<file path="src/rtl/multicycle_ctrl.sv">
// Multicycle processor control unit.
// A Moore-style state machine whose outputs decode the current state. The
// only exception is FETCH, where PCWrite/IRWrite fire on the access
// completion cycle. Memory states complete either on mem_ready or after a
// fixed latency. Multiply/divide waits are bounded by a timeout that raises
// an exception.
module multicycle_ctrl #(
  parameter int MEM_WAIT    = 0,
  parameter int USE_READY   = 0,
  parameter int MDU_TIMEOUT = 64
) (
  input  logic       clk,
  input  logic       reset,
  input  logic [5:0] opcode,
  input  logic [5:0] funct,
  input  logic       mem_ready,
  input  logic       mult_done,
  input  logic       div_done,
  input  logic       div_zero,
  output logic       PCWrite,
  output logic       PCWriteCond,
  output logic       PCWriteCondNeg,
  output logic       MemRead,
  output logic       MemWrite,
  output logic       IRWrite,
  output logic       RegWrite,
  output logic       ALUSrcA,
  output logic       HIWrite,
  output logic       LOWrite,
  output logic       MultStart,
  output logic       DivStart,
  output logic       TempRegWrite,
  output logic       EPCWrite,
  output logic       CauseWrite,
  output logic [1:0] MemAddrSrc,
  output logic [1:0] RegDst,
  output logic [1:0] ALUSrcB,
  output logic [2:0] PCSource,
  output logic [3:0] ALUOp,
  output logic [2:0] WBDataSrc,
  output logic [1:0] Cause,
  output logic [4:0] state_dbg
);

  localparam int TW = $clog2(MDU_TIMEOUT + 1);

  localparam logic [4:0] S_RESET      = 5'd0;
  localparam logic [4:0] S_FETCH      = 5'd1;
  localparam logic [4:0] S_DECODE     = 5'd2;
  localparam logic [4:0] S_MEM_ADDR   = 5'd3;
  localparam logic [4:0] S_MEM_RD     = 5'd4;
  localparam logic [4:0] S_MEM_WB     = 5'd5;
  localparam logic [4:0] S_MEM_WR     = 5'd6;
  localparam logic [4:0] S_SB_RD      = 5'd7;
  localparam logic [4:0] S_SB_WR      = 5'd8;
  localparam logic [4:0] S_R_EXEC     = 5'd9;
  localparam logic [4:0] S_SHIFT_EXEC = 5'd10;
  localparam logic [4:0] S_I_EXEC     = 5'd11;
  localparam logic [4:0] S_ALU_WB     = 5'd12;
  localparam logic [4:0] S_BRANCH     = 5'd13;
  localparam logic [4:0] S_JUMP       = 5'd14;
  localparam logic [4:0] S_JAL        = 5'd15;
  localparam logic [4:0] S_MULT_START = 5'd16;
  localparam logic [4:0] S_DIV_START  = 5'd17;
  localparam logic [4:0] S_MDU_WAIT   = 5'd18;
  localparam logic [4:0] S_MDU_DONE   = 5'd19;
  localparam logic [4:0] S_MFHI_WB    = 5'd20;
  localparam logic [4:0] S_MFLO_WB    = 5'd21;
  localparam logic [4:0] S_XCHG_1     = 5'd22;
  localparam logic [4:0] S_XCHG_2     = 5'd23;
  localparam logic [4:0] S_XCHG_3     = 5'd24;
  localparam logic [4:0] S_SLLM_EXEC  = 5'd25;
  localparam logic [4:0] S_EXC        = 5'd26;

  localparam logic [5:0] OP_RTYPE = 6'h00;
  localparam logic [5:0] OP_SLLM  = 6'h01;
  localparam logic [5:0] OP_J     = 6'h02;
  localparam logic [5:0] OP_JAL   = 6'h03;
  localparam logic [5:0] OP_BEQ   = 6'h04;
  localparam logic [5:0] OP_BNE   = 6'h05;
  localparam logic [5:0] OP_ADDI  = 6'h08;
  localparam logic [5:0] OP_LUI   = 6'h0F;
  localparam logic [5:0] OP_LB    = 6'h20;
  localparam logic [5:0] OP_LW    = 6'h23;
  localparam logic [5:0] OP_SB    = 6'h28;
  localparam logic [5:0] OP_SW    = 6'h2B;

  localparam logic [5:0] FN_SLL  = 6'h00;
  localparam logic [5:0] FN_SRA  = 6'h03;
  localparam logic [5:0] FN_XCHG = 6'h05;
  localparam logic [5:0] FN_JR   = 6'h08;
  localparam logic [5:0] FN_MFHI = 6'h10;
  localparam logic [5:0] FN_MFLO = 6'h12;
  localparam logic [5:0] FN_MULT = 6'h18;
  localparam logic [5:0] FN_DIV  = 6'h1A;
  localparam logic [5:0] FN_ADD  = 6'h20;
  localparam logic [5:0] FN_SUB  = 6'h22;
  localparam logic [5:0] FN_AND  = 6'h24;
  localparam logic [5:0] FN_SLT  = 6'h2A;

  localparam logic [1:0] C_ILLEGAL = 2'b01;
  localparam logic [1:0] C_DIVZERO = 2'b10;
  localparam logic [1:0] C_TIMEOUT = 2'b11;

  logic [4:0]    state, next_state;
  logic [3:0]    wait_cnt;
  logic [TW-1:0] to_cnt;
  logic [1:0]    cause_q, cause_next;
  logic          mdu_is_div;
  logic          mem_state, mem_done, mdu_done, mdu_timeout;

  assign mem_state = (state == S_FETCH) || (state == S_MEM_RD) || (state == S_MEM_WR) ||
                     (state == S_SB_RD) || (state == S_SB_WR);
  assign mem_done  = (USE_READY != 0) ? mem_ready : (wait_cnt == 4'(MEM_WAIT));
  assign mdu_done  = mdu_is_div ? div_done : mult_done;
  assign mdu_timeout = (to_cnt == TW'(MDU_TIMEOUT - 1));
  assign state_dbg = state;

  // State, counters and exception cause register.
  // NOTE: sequential state uses non-blocking assignments so every flop samples pre-edge values.
  always_ff @(posedge clk or negedge reset) begin
    if (!reset) begin
      state      <= S_RESET;
      wait_cnt   <= '0;
      to_cnt     <= '0;
      cause_q    <= '0;
      mdu_is_div <= 1'b0;
    end else begin
      state   <= next_state;
      cause_q <= cause_next;
      // Counter runs only while an access is outstanding, so it is zero on entry to any memory state.
      if (mem_state && !mem_done) wait_cnt <= wait_cnt + 4'd1;
      else                        wait_cnt <= '0;
      if (state == S_MDU_WAIT) to_cnt <= to_cnt + TW'(1);
      else                     to_cnt <= '0;
      if (state == S_DECODE) mdu_is_div <= (funct == FN_DIV);
    end
  end

  // Next-state selection and cause capture on every path into EXC.
  // NOTE: every variable gets a default at the top of always_comb so no latch is inferred.
  always_comb begin
    next_state = state;
    cause_next = cause_q;
    case (state)
      S_RESET: next_state = S_FETCH;
      S_FETCH: if (mem_done) next_state = S_DECODE;
      S_DECODE: begin
        if (opcode == OP_RTYPE) begin
          case (funct)
            FN_ADD, FN_SUB, FN_AND, FN_SLT: next_state = S_R_EXEC;
            FN_SLL, FN_SRA:                 next_state = S_SHIFT_EXEC;
            FN_JR:                          next_state = S_JUMP;
            FN_MULT:                        next_state = S_MULT_START;
            FN_DIV:                         next_state = S_DIV_START;
            FN_MFHI:                        next_state = S_MFHI_WB;
            FN_MFLO:                        next_state = S_MFLO_WB;
            FN_XCHG:                        next_state = S_XCHG_1;
            default: begin
              next_state = S_EXC;
              cause_next = C_ILLEGAL;
            end
          endcase
        end else begin
          case (opcode)
            OP_J:                                   next_state = S_JUMP;
            OP_JAL:                                 next_state = S_JAL;
            OP_LW, OP_SW, OP_LB, OP_SB, OP_SLLM:    next_state = S_MEM_ADDR;
            OP_ADDI, OP_LUI:                        next_state = S_I_EXEC;
            OP_BEQ, OP_BNE:                         next_state = S_BRANCH;
            default: begin
              next_state = S_EXC;
              cause_next = C_ILLEGAL;
            end
          endcase
        end
      end
      S_MEM_ADDR: begin
        if (opcode == OP_SW)      next_state = S_MEM_WR;
        else if (opcode == OP_SB) next_state = S_SB_RD;
        else                      next_state = S_MEM_RD;
      end
      S_MEM_RD: if (mem_done) next_state = (opcode == OP_SLLM) ? S_SLLM_EXEC : S_MEM_WB;
      S_SB_RD:  if (mem_done) next_state = S_SB_WR;
      S_MEM_WR, S_SB_WR: if (mem_done) next_state = S_FETCH;
      S_R_EXEC, S_SHIFT_EXEC, S_I_EXEC, S_SLLM_EXEC, S_MFHI_WB, S_MFLO_WB:
        next_state = S_ALU_WB;
      S_MEM_WB, S_ALU_WB, S_BRANCH, S_JUMP, S_JAL, S_XCHG_3, S_MDU_DONE, S_EXC:
        next_state = S_FETCH;
      S_XCHG_1:     next_state = S_XCHG_2;
      S_XCHG_2:     next_state = S_XCHG_3;
      S_MULT_START: next_state = S_MDU_WAIT;
      S_DIV_START: begin
        if (div_zero) begin
          next_state = S_EXC;
          cause_next = C_DIVZERO;
        end else begin
          next_state = S_MDU_WAIT;
        end
      end
      S_MDU_WAIT: begin
        // A done arriving on the final timeout cycle still completes normally.
        if (mdu_done) begin
          next_state = S_MDU_DONE;
        end else if (mdu_timeout) begin
          next_state = S_EXC;
          cause_next = C_TIMEOUT;
        end
      end
      default: next_state = S_FETCH;
    endcase
  end

  // Control output decode of the current state.
  always_comb begin
    PCWrite = 1'b0; PCWriteCond = 1'b0; PCWriteCondNeg = 1'b0;
    MemRead = 1'b0; MemWrite = 1'b0; IRWrite = 1'b0; RegWrite = 1'b0;
    ALUSrcA = 1'b1; HIWrite = 1'b0; LOWrite = 1'b0; MultStart = 1'b0;
    DivStart = 1'b0; TempRegWrite = 1'b0; EPCWrite = 1'b0; CauseWrite = 1'b0;
    MemAddrSrc = 2'b00; RegDst = 2'b00; ALUSrcB = 2'b00; PCSource = 3'b000;
    ALUOp = 4'b0000; WBDataSrc = 3'b000; Cause = 2'b00;
    case (state)
      S_FETCH: begin
        MemRead = 1'b1; ALUSrcA = 1'b0; ALUSrcB = 2'b01; ALUOp = 4'b0001;
        PCWrite = mem_done; IRWrite = mem_done;
      end
      S_DECODE: begin
        ALUSrcA = 1'b0; ALUSrcB = 2'b11; ALUOp = 4'b0001;
      end
      S_MEM_ADDR: begin
        ALUSrcB = 2'b10; ALUOp = 4'b0001;
      end
      S_MEM_RD, S_SB_RD: begin
        MemRead = 1'b1; MemAddrSrc = 2'b01;
      end
      S_MEM_WR, S_SB_WR: begin
        MemWrite = 1'b1; MemAddrSrc = 2'b01;
      end
      S_MEM_WB: begin
        RegWrite = 1'b1;
        WBDataSrc = (opcode == OP_LB) ? 3'b100 : 3'b001;
      end
      S_R_EXEC: begin
        case (funct)
          FN_SUB, FN_SLT: ALUOp = 4'b0010;
          FN_AND:         ALUOp = 4'b0011;
          default:        ALUOp = 4'b0001;
        endcase
      end
      S_SHIFT_EXEC: ALUOp = (funct == FN_SRA) ? 4'b1001 : 4'b1000;
      S_SLLM_EXEC:  ALUOp = 4'b1000;
      S_I_EXEC: begin
        ALUSrcB = 2'b10;
        ALUOp = (opcode == OP_LUI) ? 4'b1100 : 4'b0001;
      end
      S_ALU_WB: begin
        RegWrite = 1'b1;
        RegDst = (opcode == OP_RTYPE) ? 2'b01 : 2'b00;
        if (opcode == OP_RTYPE) begin
          case (funct)
            FN_MFHI: WBDataSrc = 3'b010;
            FN_MFLO: WBDataSrc = 3'b011;
            FN_SLT:  WBDataSrc = 3'b101;
            default: WBDataSrc = 3'b000;
          endcase
        end
      end
      S_BRANCH: begin
        ALUOp = 4'b0010; PCSource = 3'b001;
        PCWriteCond    = (opcode == OP_BEQ);
        PCWriteCondNeg = (opcode == OP_BNE);
      end
      S_JUMP: begin
        PCWrite = 1'b1;
        PCSource = (opcode == OP_RTYPE && funct == FN_JR) ? 3'b011 : 3'b010;
      end
      S_JAL: begin
        PCWrite = 1'b1; PCSource = 3'b010; RegWrite = 1'b1; RegDst = 2'b10;
      end
      S_MULT_START: MultStart = 1'b1;
      S_DIV_START:  DivStart = 1'b1;
      S_MDU_DONE: begin
        HIWrite = 1'b1; LOWrite = 1'b1;
      end
      S_XCHG_1: TempRegWrite = 1'b1;
      S_XCHG_2: begin
        RegWrite = 1'b1; RegDst = 2'b11;
      end
      S_XCHG_3: begin
        RegWrite = 1'b1; RegDst = 2'b00; WBDataSrc = 3'b110;
      end
      S_EXC: begin
        EPCWrite = 1'b1; CauseWrite = 1'b1; PCWrite = 1'b1; PCSource = 3'b100;
        Cause = cause_q;
      end
      default: ;
    endcase
  end

endmodule

</file>
<file path="config.mk">
export PLATFORM = sky130hd
export DESIGN_NAME = multicycle_ctrl
export DESIGN_NICKNAME = d
export VERILOG_FILES = /design/src/rtl/multicycle_ctrl.sv
export SDC_FILE = /design/constraint.sdc
export NUM_CORES = 1
export LEC_CHECK = 0
export CORE_ASPECT_RATIO = 1.75
export CORE_MARGIN = 1.5
export CORE_UTILIZATION = 51
export CTS_BUF_LIST = sky130_fd_sc_hd__clkbuf_8
export CTS_CLUSTER_DIAMETER = 40
export DETAILED_ROUTE_END_ITERATION = 8
export PLACE_DENSITY = 0.88
export SYNTH_ARGS = -nofsm -noshare
export SYNTH_HDL_FRONTEND = slang
export SYNTH_SLANG_ARGS = --single-unit
</file>
<file path="constraint.sdc">
create_clock -name clk -period 2.1 [get_ports clk]
set_input_delay 0.21 -clock clk [delete_from_list [all_inputs] [get_ports clk]]
set_output_delay 0.21 -clock clk [all_outputs]
set_load 0.02 [all_outputs]
</file>
=== Yosys cells after proc, flatten, opt, wreduce, memory -nomap -nowiden ===
Cells that the tools add are included.

* Add/subtract/negate cells: 2
* Equal/unequal tests: 59
* Muxes and demuxes: 52
* Reduce and logical (&&, ||, !) cells: 30

{| class="wikitable"
|+ Operators by type and width
! operator !! number
|-
| $pmux W5 S12 || 1
|-
| $eq A5 B5 Y1 const B || 11
|-
| $eq A6 B6 Y1 const B || 8
|-
| $eq A5 B4 Y1 const B || 8
|-
| $mux W5 || 8
|-
| $pmux W5 S8 || 1
|-
| $pmux W5 S5 || 1
|-
| $eq A6 B5 Y1 const B || 4
|-
| $pmux W4 S6 || 1
|-
| $eq A5 B3 Y1 const B || 4
|-
| $eq A6 B2 Y1 const B || 3
|-
| $eq A6 B3 Y1 const B || 3
|-
| $eq A6 B4 Y1 const B || 3
|-
| $mux W2 || 9
|-
| $pmux W2 S3 || 3
|-
| $pmux W3 S3 || 2
|-
| $mux W1 || 17
|-
| $ne A2 B2 Y1 const B || 7
|-
| $reduce_or A2 Y1 || 7
|-
| $logic_not A6 Y1 || 2
|-
| $mux W4 || 3
|-
| $pmux W3 S4 || 1
|-
| $reduce_or A12 Y1 || 1
|-
| $reduce_or A11 Y1 || 1
|-
| 23 further kinds || 34
|}

* Bits in registers: 19
* Input bits: 18
* Output and inout port bits: 38
* Logic and storage cells: 148

=== Depth between registers and ports, before layout ===
Gate-level depths: netlist of run 1.

* Word-level depth: 7
* Mapped depth: 8
* Depth with buffers taken out: 7

=== Worst setup path before layout of run 1 ===
Ideal clock, no wire load.

* Kind: reg-to-output
* Start point: register state[2] (netlist: state_dbg[2])
* End point: output MemRead
* Arrival: 1.902 ns
* Path slack: -0.012 ns
* Stages on the path, launching flop included: 7
* Cell sequence: dfrtp_1 -> buf_2 -> buf_1 -> clkbuf_1 -> nand3_1 -> o21a_1 -> nor3_1

* Longest elaborated chain between the ends: 3
* Elaborated cells between the ends (all ways): 5
* Classes of those cells: eq/ne: 3; mux: 1; reduce/logical: 1

{| class="wikitable"
|+ RTL lines
! element !! RTL line !! source
|-
| start: declaration || 105 || <nowiki>logic [4:0] state, next_state;</nowiki>
|-
| start signal: assignment || 129 || <nowiki>state <= next_state;</nowiki>
|-
| $eq A5 B1 Y1 / $eq A5 B3 Y1 (equally long branches) || 222 || <nowiki>case (state)</nowiki>
|-
| $reduce_or A3 Y1 (no line) (*) || - ||
|-
| $mux W1 (*) || 222 ||
|-
| end: declaration || 23 || <nowiki>output logic MemRead,</nowiki>
|}

Every way passes the cells marked *; elsewhere a longest branch is shown, timed or not.

=== Worst setup path after layout of run 1 ===
* Start point: register state[2] (netlist: state_dbg[2])
* End point: output ALUOp[3]

* Longest elaborated chain between the ends: 3
* Elaborated cells between the ends (all ways): 10
* Classes of those cells: eq/ne: 8; mux: 1; reduce/logical: 1

{| class="wikitable"
|+ RTL lines
! element !! RTL line !! source
|-
| $eq A5 B1 Y1 / $eq A5 B2 Y1 (equally long branches) || 222 ||
|-
| $reduce_or A3 Y1 (no line) || - ||
|-
| $pmux W4 S6 (*) || 222 ||
|-
| end: declaration || 39 || <nowiki>output logic [3:0] ALUOp,</nowiki>
|}

Marks and branches as above.

==> results of run 1 <==
## stage by stage
| stage | TNS, ns | total power [mW] | cell area [sq um] | hold slack [ns] | cells |
|---|---|---|---|---|---|
| final | -0.0200 | 3.63 | 3340 | 0.288 | 461 |
| after global routing | -0.275 | 3.80 | 3340 | 0.311 | 461 |
| after CTS | -0.0182 | 3.36 | 3290 | 0.296 | 460 |
| after detailed placement | -4.83 | 3.05 | 3170 | 0.483 | 452 |
| after global placement | -4.31 | 2.99 | 3170 | 0.460 | 452 |
| after floorplan | 0 | 1.86 | 2180 | -0.0856 | 305 |
## layout by cell type (no fill, tap or decap), types with 9 or more instances in the layout
master / n
nor2_1: 44
o21ai_0: 9
clkbuf_2: 9
nand2_1: 23
dfrtp_1: 15
dlygate4sd2_1: 12
a21oi_1: 20
clkdlybuf4s50_1: 16
buf_4: 72
nand3_1: 11
## synth_stat cells (3+ instances only)
cell and number:
mux2_2 3, o21ai_1 3, a21oi_1 21, o21ai_2 4, nand2_1 25, o32ai_1 3, buf_1 3, nor2b_1 11
nor2_1 48, dfrtp_1 19, o31ai_1 6, nand2b_1 8, nand4_1 6, nand3b_1 3, nor3_1 9, buf_2 12
o21ai_0 10, nand3_1 11, and2_1 5, inv_1 7, xor2_1 6, and3_1 4, xnor2_1 6, a21o_1 4
a22oi_1 3, mux2i_1 3, clkbuf_1 8, ha_1 3, nor4_1 3, buf_4 3
## cell families after synthesis
logic type | after synthesis | synth area share
other | 1 | 0.00173
adders and majority gates | 3 | 0.0173
AOI/OAI and AO/OA | 79 | 0.248
DFF | 19 | 0.220
and+or+nand+nor | 150 | 0.359
xor gates and xnor gates | 12 | 0.0485
buffers and inverters | 35 | 0.0763
muxes | 6 | 0.0295
## critical path: cells and delay by family (launching register included)
family | cells | cell delay [ns]
flops | 1 | 0.41
buf+inv | 3 | 0.77
simple gates | 2 | 0.48
## layer usage
layer  part of all wire  GRT usage
met3              0.075     0.0652
met4              0.089      0.233
met1               0.32      0.357
met5                  0          0
met2               0.51      0.673
## power groups by stage
stage                     combinational [mW]  sequential, mW  clock, mW
after global placement                  2.49           0.495          0
after global routing                    3.00           0.522      0.279
after floorplan                         1.34           0.521          0
after detailed placement                2.55           0.500          0
after CTS                               2.62           0.493      0.248
final                                   2.86           0.516      0.252
## final cells by class
cell class / instances / share of cell area
multi-input cells: 251 / 0.497
repair buffers: 130 / 0.318
flip-flops and latches: 19 / 0.144
well taps: 49 / 0.0184
clock buffers: 3 / 0.0124
inverters: 8 / 0.00899
clock inverters: 1 / 0.00112
## timing repair
action,in CTS,in global routing
pin swaps,5,4
gates resized for setup,79,54
cloned,0,0
buffers inserted,4,1
setup endpoints to repair,32,32
## flip-flops by register name, summed over array words and instances (netlist names)
name	count
to_cnt	7
wait_cnt	4
mdu_is_div	1
cause_q	2
state_dbg	5
## worst min-delay path by stage
stage / from / end / slack (ns) / cells after the start
after CTS: reset / to_cnt[1] / 0.30 / 2
after global placement: wait_cnt[0] / wait_cnt[0] / 0.46 / 1
final: reset / to_cnt[1] / 0.29 / 2
after floorplan: reset / cause_q[0] / -0.09 / 0
after detailed placement: wait_cnt[0] / wait_cnt[0] / 0.48 / 1
after global routing: reset / to_cnt[1] / 0.31 / 2
==> impl_metrics.env, run 1 <==
export IMPL_status="finished with violations"
export IMPL_violations="setup timing"
export IMPL_maxCapViolCount=0
export IMPL_arrival_ns=1.90
export IMPL_intPower_mw=1.83
export IMPL_nNetsFinal=434
export IMPL_netlist_area_sq_mm=0.00217
export IMPL_syn_to_final_growth_pct=54.2
export IMPL_yosysTopAreaCell="dfrtp_1"
export IMPL_insertedDiodeCount=0
export IMPL_antenna_left=0
export IMPL_dp_slack_ns=-0.552
export IMPL_max_freq_mhz=473
export IMPL_cts_hold_buf=0
export IMPL_synth_ff_type="dfrtp_1"
export IMPL_num_vias=2943
export IMPL_io_pins=56
export IMPL_syn_inst=305
export IMPL_synth_seq_cells=19
export IMPL_fin_skew_ns=0.00973
export IMPL_clk_path_buf_depth=2
export IMPL_synth_cell_types=62
export IMPL_slew_violations=0
export IMPL_cts_tree="built"
export IMPL_r2r_cells=11
export IMPL_io_buffer_count=53
export IMPL_cts_buffers=3
export IMPL_insertion_delay_ns=0.26
export IMPL_drive_gt1_frac=0.345
export IMPL_gp_congestion=1.06
export IMPL_crit_path_frequent_cell="buf_4"
export IMPL_crit_chain="buf_4, nand2b_1, buf_4, nor2_1, dlygate4sd2_1"
export IMPL_leakagePower_nw=1.53
export IMPL_crit_start="state_dbg[2]"
export IMPL_r2r_start="state_dbg[0]"
export IMPL_powerDensity_mw_per_mm2=1090
export IMPL_clkPwrFrac=0.069
export IMPL_path_class="reg2out"
export IMPL_nFillCells=270
export IMPL_die_h_um=89.2
export IMPL_htreeDepth=1
export IMPL_pwr_share_seq=0.142
export IMPL_end_kind="output port"
export IMPL_hold_path_class="in2async"
export IMPL_p_switching_mw=1.80
export IMPL_synth_top_area_share=0.220
export IMPL_hold_viol_final=0
export IMPL_slowest_delay_ns=0.41
export IMPL_num_rows=31
export IMPL_avgSynthCellArea_sq_um=7.10
export IMPL_vias_per_cell=6.38
export IMPL_crit_fanout=14
export IMPL_design_core_area_sq_mm=0.00411
export IMPL_start_util=0.527
export IMPL_yosysWarnings=0
export IMPL_root_buffer="clkbuf_8"
export IMPL_multi_input_area_sq_mm=0.00166
export IMPL_path_clk_slew_ns=0.08
export IMPL_worst_slack_ns=-0.0137
export IMPL_clkSinkCount=19
export IMPL_cp_slowest_cell="dfrtp_1"
export IMPL_r2r_end="state_dbg[0]"
export IMPL_die_area_sq_mm=0.00466
export IMPL_ys_seq_area_frac=0.220
export IMPL_grt_max_degree=20
export IMPL_sw_frac_of_total=0.495
export IMPL_crit_path_end="ALUOp[3]"
export IMPL_detail_route_first_pass_iterations=8
export IMPL_ys_async_sr_fraction=1.00
export IMPL_finalCritPeriodShare=1.01
export IMPL_postLayoutCoreUtil=0.812
export IMPL_critPathRequiredTime_ns=1.89
export IMPL_synth_edf_count=0
export IMPL_antenna_found_initial=0
export IMPL_r2r_slack_ns=-0.01
export IMPL_min_period_ns=2.11
export IMPL_drt_initial_drc_count=241
export IMPL_dp_hpwl_mm=6.11
export IMPL_avgRoutedWirePerCell_um=18.9
export IMPL_start_kind="register"
export IMPL_synthTopCellsByArea="dfrtp_1, nor2_1, a21oi_1"
export IMPL_setup_viol=2
export IMPL_die_w_um=52.3
export IMPL_pwr_share_comb=0.788
export IMPL_drc=0
export IMPL_gr_total_overflow=0
export IMPL_grt_pass1_wl_mm=12.8
export IMPL_seq_area_sq_um=480
export IMPL_syn_nets=326
export IMPL_track_usage=0.363
export IMPL_peakVddDrop_v=0.000754
export IMPL_grt_pass1_vias=2802
export IMPL_drt_total_wl_mm=8.73
No activity file was read; power rests on OpenSTA's default activity.
==> run 2: changes to the inputs <==
Settings changed: ABC_CLOCK_PERIOD_IN_PS from default to 2100.
==> results of run 2 <==
Same layout as run 1: the final DEF is identical, and so are final timing and power.
==> run 3: changes to the inputs <==
Settings changed: CORE_UTILIZATION 51 to 50, CTS_BUF_LIST sky130_fd_sc_hd__clkbuf_8 to default, PLACE_DENSITY 0.88 to 0.87.
==> run 3 against run 2 <==
The flow finishes with violations (DRC). Fmax up 3.9%. First-iteration DRC count down 39%. Sequential share of layout area up 0.24 points. Combinational power down 7.7%. Highest routed layer unchanged. Utilization down 2.9 points. Clock skew down 0.0047 ns. Count of clock-buffer cells in the layout unchanged. Critical endpoint is now IRWrite. Design area down 2.7%. Clock power up 4%. Sequential power down 8.1%. Wire length down 13%.
==> impl_metrics.env, run 3 (synthesis gave the netlist of run 1 again) <==
export IMPL_status="finished with violations"
export IMPL_violations="DRC"
export IMPL_holdWs_ns=0.284
export IMPL_end_kind="output port"
export IMPL_crit_chain="buf_4, nand2b_1, buf_4, buf_4, nor4_1, dlygate4sd2_1"
export IMPL_path_delay_family="buffers and inverters"
export IMPL_regMostFlops="to_cnt"
export IMPL_max_freq_mhz=492
export IMPL_track_usage=0.327
export IMPL_drive_gt1_frac=0.320
export IMPL_finalCritPeriodShare=0.968
export IMPL_root_buffer="clkbuf_8"
export IMPL_grt_pass1_vias=2707
export IMPL_layout_common_cells="buf_4, nor2_1, nand2_1, a21oi_1, dfrtp_1"
export IMPL_clk_path_buf_depth=2
export IMPL_powerDensity_mw_per_mm2=1040
export IMPL_power_mw=3.38
export IMPL_postLayoutCoreUtil=0.783
export IMPL_crit_path_end="IRWrite"
export IMPL_arrival_ns=1.82
export IMPL_hold_viol_final=0
export IMPL_cts_buffers=3
export IMPL_crit_start="state_dbg[0]"
export IMPL_r2r_slack_ns=0.08
export IMPL_r2r_cells=8
export IMPL_dp_slack_ns=-0.575
export IMPL_die_h_um=90.1
export IMPL_antenna_left=0
export IMPL_peakVddDrop_v=0.000693
export IMPL_gp_congestion=1.00
export IMPL_die_w_um=52.8
export IMPL_worst_slack_ns=0.0663
export IMPL_start_kind="register"
export IMPL_critPathRequiredTime_ns=1.89
export IMPL_path_clk_slew_ns=0.07
export IMPL_detail_route_first_pass_iterations=7
export IMPL_slowest_delay_ns=0.39
export IMPL_slew_violations=0
export IMPL_crit_path_frequent_cell="buf_4"
export IMPL_num_rows=31
export IMPL_drt_initial_drc_count=146
export IMPL_vias_per_cell=6.06
export IMPL_nNetsFinal=432
export IMPL_min_period_ns=2.03
export IMPL_io_buffer_count=53
export IMPL_largest_reg_flops=7
export IMPL_start_util=0.522
export IMPL_hold_path_class="in2async"
export IMPL_layout_commonest_cell="buf_4"
export IMPL_drt_total_wl_mm=7.61
export IMPL_insertedDiodeCount=0
export IMPL_die_area_sq_mm=0.00475
export IMPL_syn_to_final_growth_pct=50.1
export IMPL_leakagePower_nw=1.46
export IMPL_avgRoutedWirePerCell_um=16.6
export IMPL_r2r_start="state_dbg[3]"
export IMPL_maxCapViolCount=0
export IMPL_clkSinkCount=19
export IMPL_post_place_cells=452
export IMPL_crit_buf_inv=4
export IMPL_insertion_delay_ns=0.26
export IMPL_fin_skew_ns=0.00504
export IMPL_gr_total_overflow=0
export IMPL_crit_fanout=6
export IMPL_path_class="reg2out"
export IMPL_grt_max_degree=21
export IMPL_cts_tree="built"
export IMPL_path_depth=6
export IMPL_num_vias=2782
export IMPL_fin_cells=459
export IMPL_design_core_area_sq_mm=0.00415
export IMPL_htreeDepth=1
export IMPL_dp_hpwl_mm=5.98
export IMPL_cp_slowest_cell="dlygate4sd2_1"
export IMPL_grt_pass1_wl_mm=12.1
export IMPL_setup_viol=0
export IMPL_drc=1
export IMPL_r2r_end="cause_q[0]"
export IMPL_antenna_found_initial=0
export IMPL_io_pins=56
## run 3: cell count changes in the layout (fill, tap and decap cells not counted), sizes merged
| cell | before | now |
|---|---|---|
| buf | 85 | 79 |
| clkinv | 0 | 1 |
| dlygate4sd2 | 12 | 9 |
| inv | 9 | 8 |
| dlymetal6s2s | 4 | 3 |
| clkbuf | 12 | 14 |
| dlygate4sd1 | 1 | 0 |
| clkdlybuf4s15 | 3 | 10 |
## run 3: per-stage QoR
stage,setup TNS (ns),area (sq um)
after floorplan,0,2180
after global routing,-0.0105,3250
after detailed placement,-5.03,3170
after global placement,-4.17,3170
after CTS,-0.0547,3240
final,0,3250
## run 3: final cells by class
cell class | count | area [sq um]
clock buffers | 3 | 41.3
clock inverters | 1 | 5.00
fillers | 279 | 900
inverters | 8 | 30.0
multi-input cells | 251 | 1600
flip-flops and latches | 19 | 475
well taps | 49 | 61.3
repair buffers | 128 | 1040
## run 3: worst register-to-register path: cells and delay by family (launching register included)
| family | cells | cell delay [ns] |
|---|---|---|
| flops | 1 | 0.42 |
| buf+inv | 2 | 0.35 |
| compound gates | 3 | 0.52 |
| simple gates | 3 | 0.63 |
## run 3: how the worst min path moves through the flow
stage | startpoint | to | depth (start not counted)
floorplan | reset | cause_q[0] | 0
global placement | wait_cnt[0] | wait_cnt[0] | 1
detailed placement | wait_cnt[0] | wait_cnt[0] | 1
CTS | reset | to_cnt[3] | 2
global route | reset | to_cnt[3] | 2
finish | reset | state_dbg[2] | 2
## run 3: where the power goes
group | switching (mW) | leakage, nW | internal, mW
Clock | 0.129 | 0.0255 | 0.132
Sequential | 0.0457 | 0.254 | 0.428
Combinational | 1.47 | 1.18 | 1.17
## run 3: what timing repair did
item / 4_1_cts / 5_1_grt
pin swaps: 2 / 3
setup endpoints to repair: 30 / 28
hold buffers: 0 / 0
buffers inserted: 2 / 1
gates resized for setup: 65 / 45
## run 3: routing by layer
metal | GRT usage | wire length, um | vias up
li1 | - | - | 1293
met1 | 0.327 | 2550 | 1326
met2 | 0.602 | 4350 | 126
met3 | 0.0432 | 357 | 37
met4 | 0.184 | 347 | 0
met5 | 0 | 0 | -
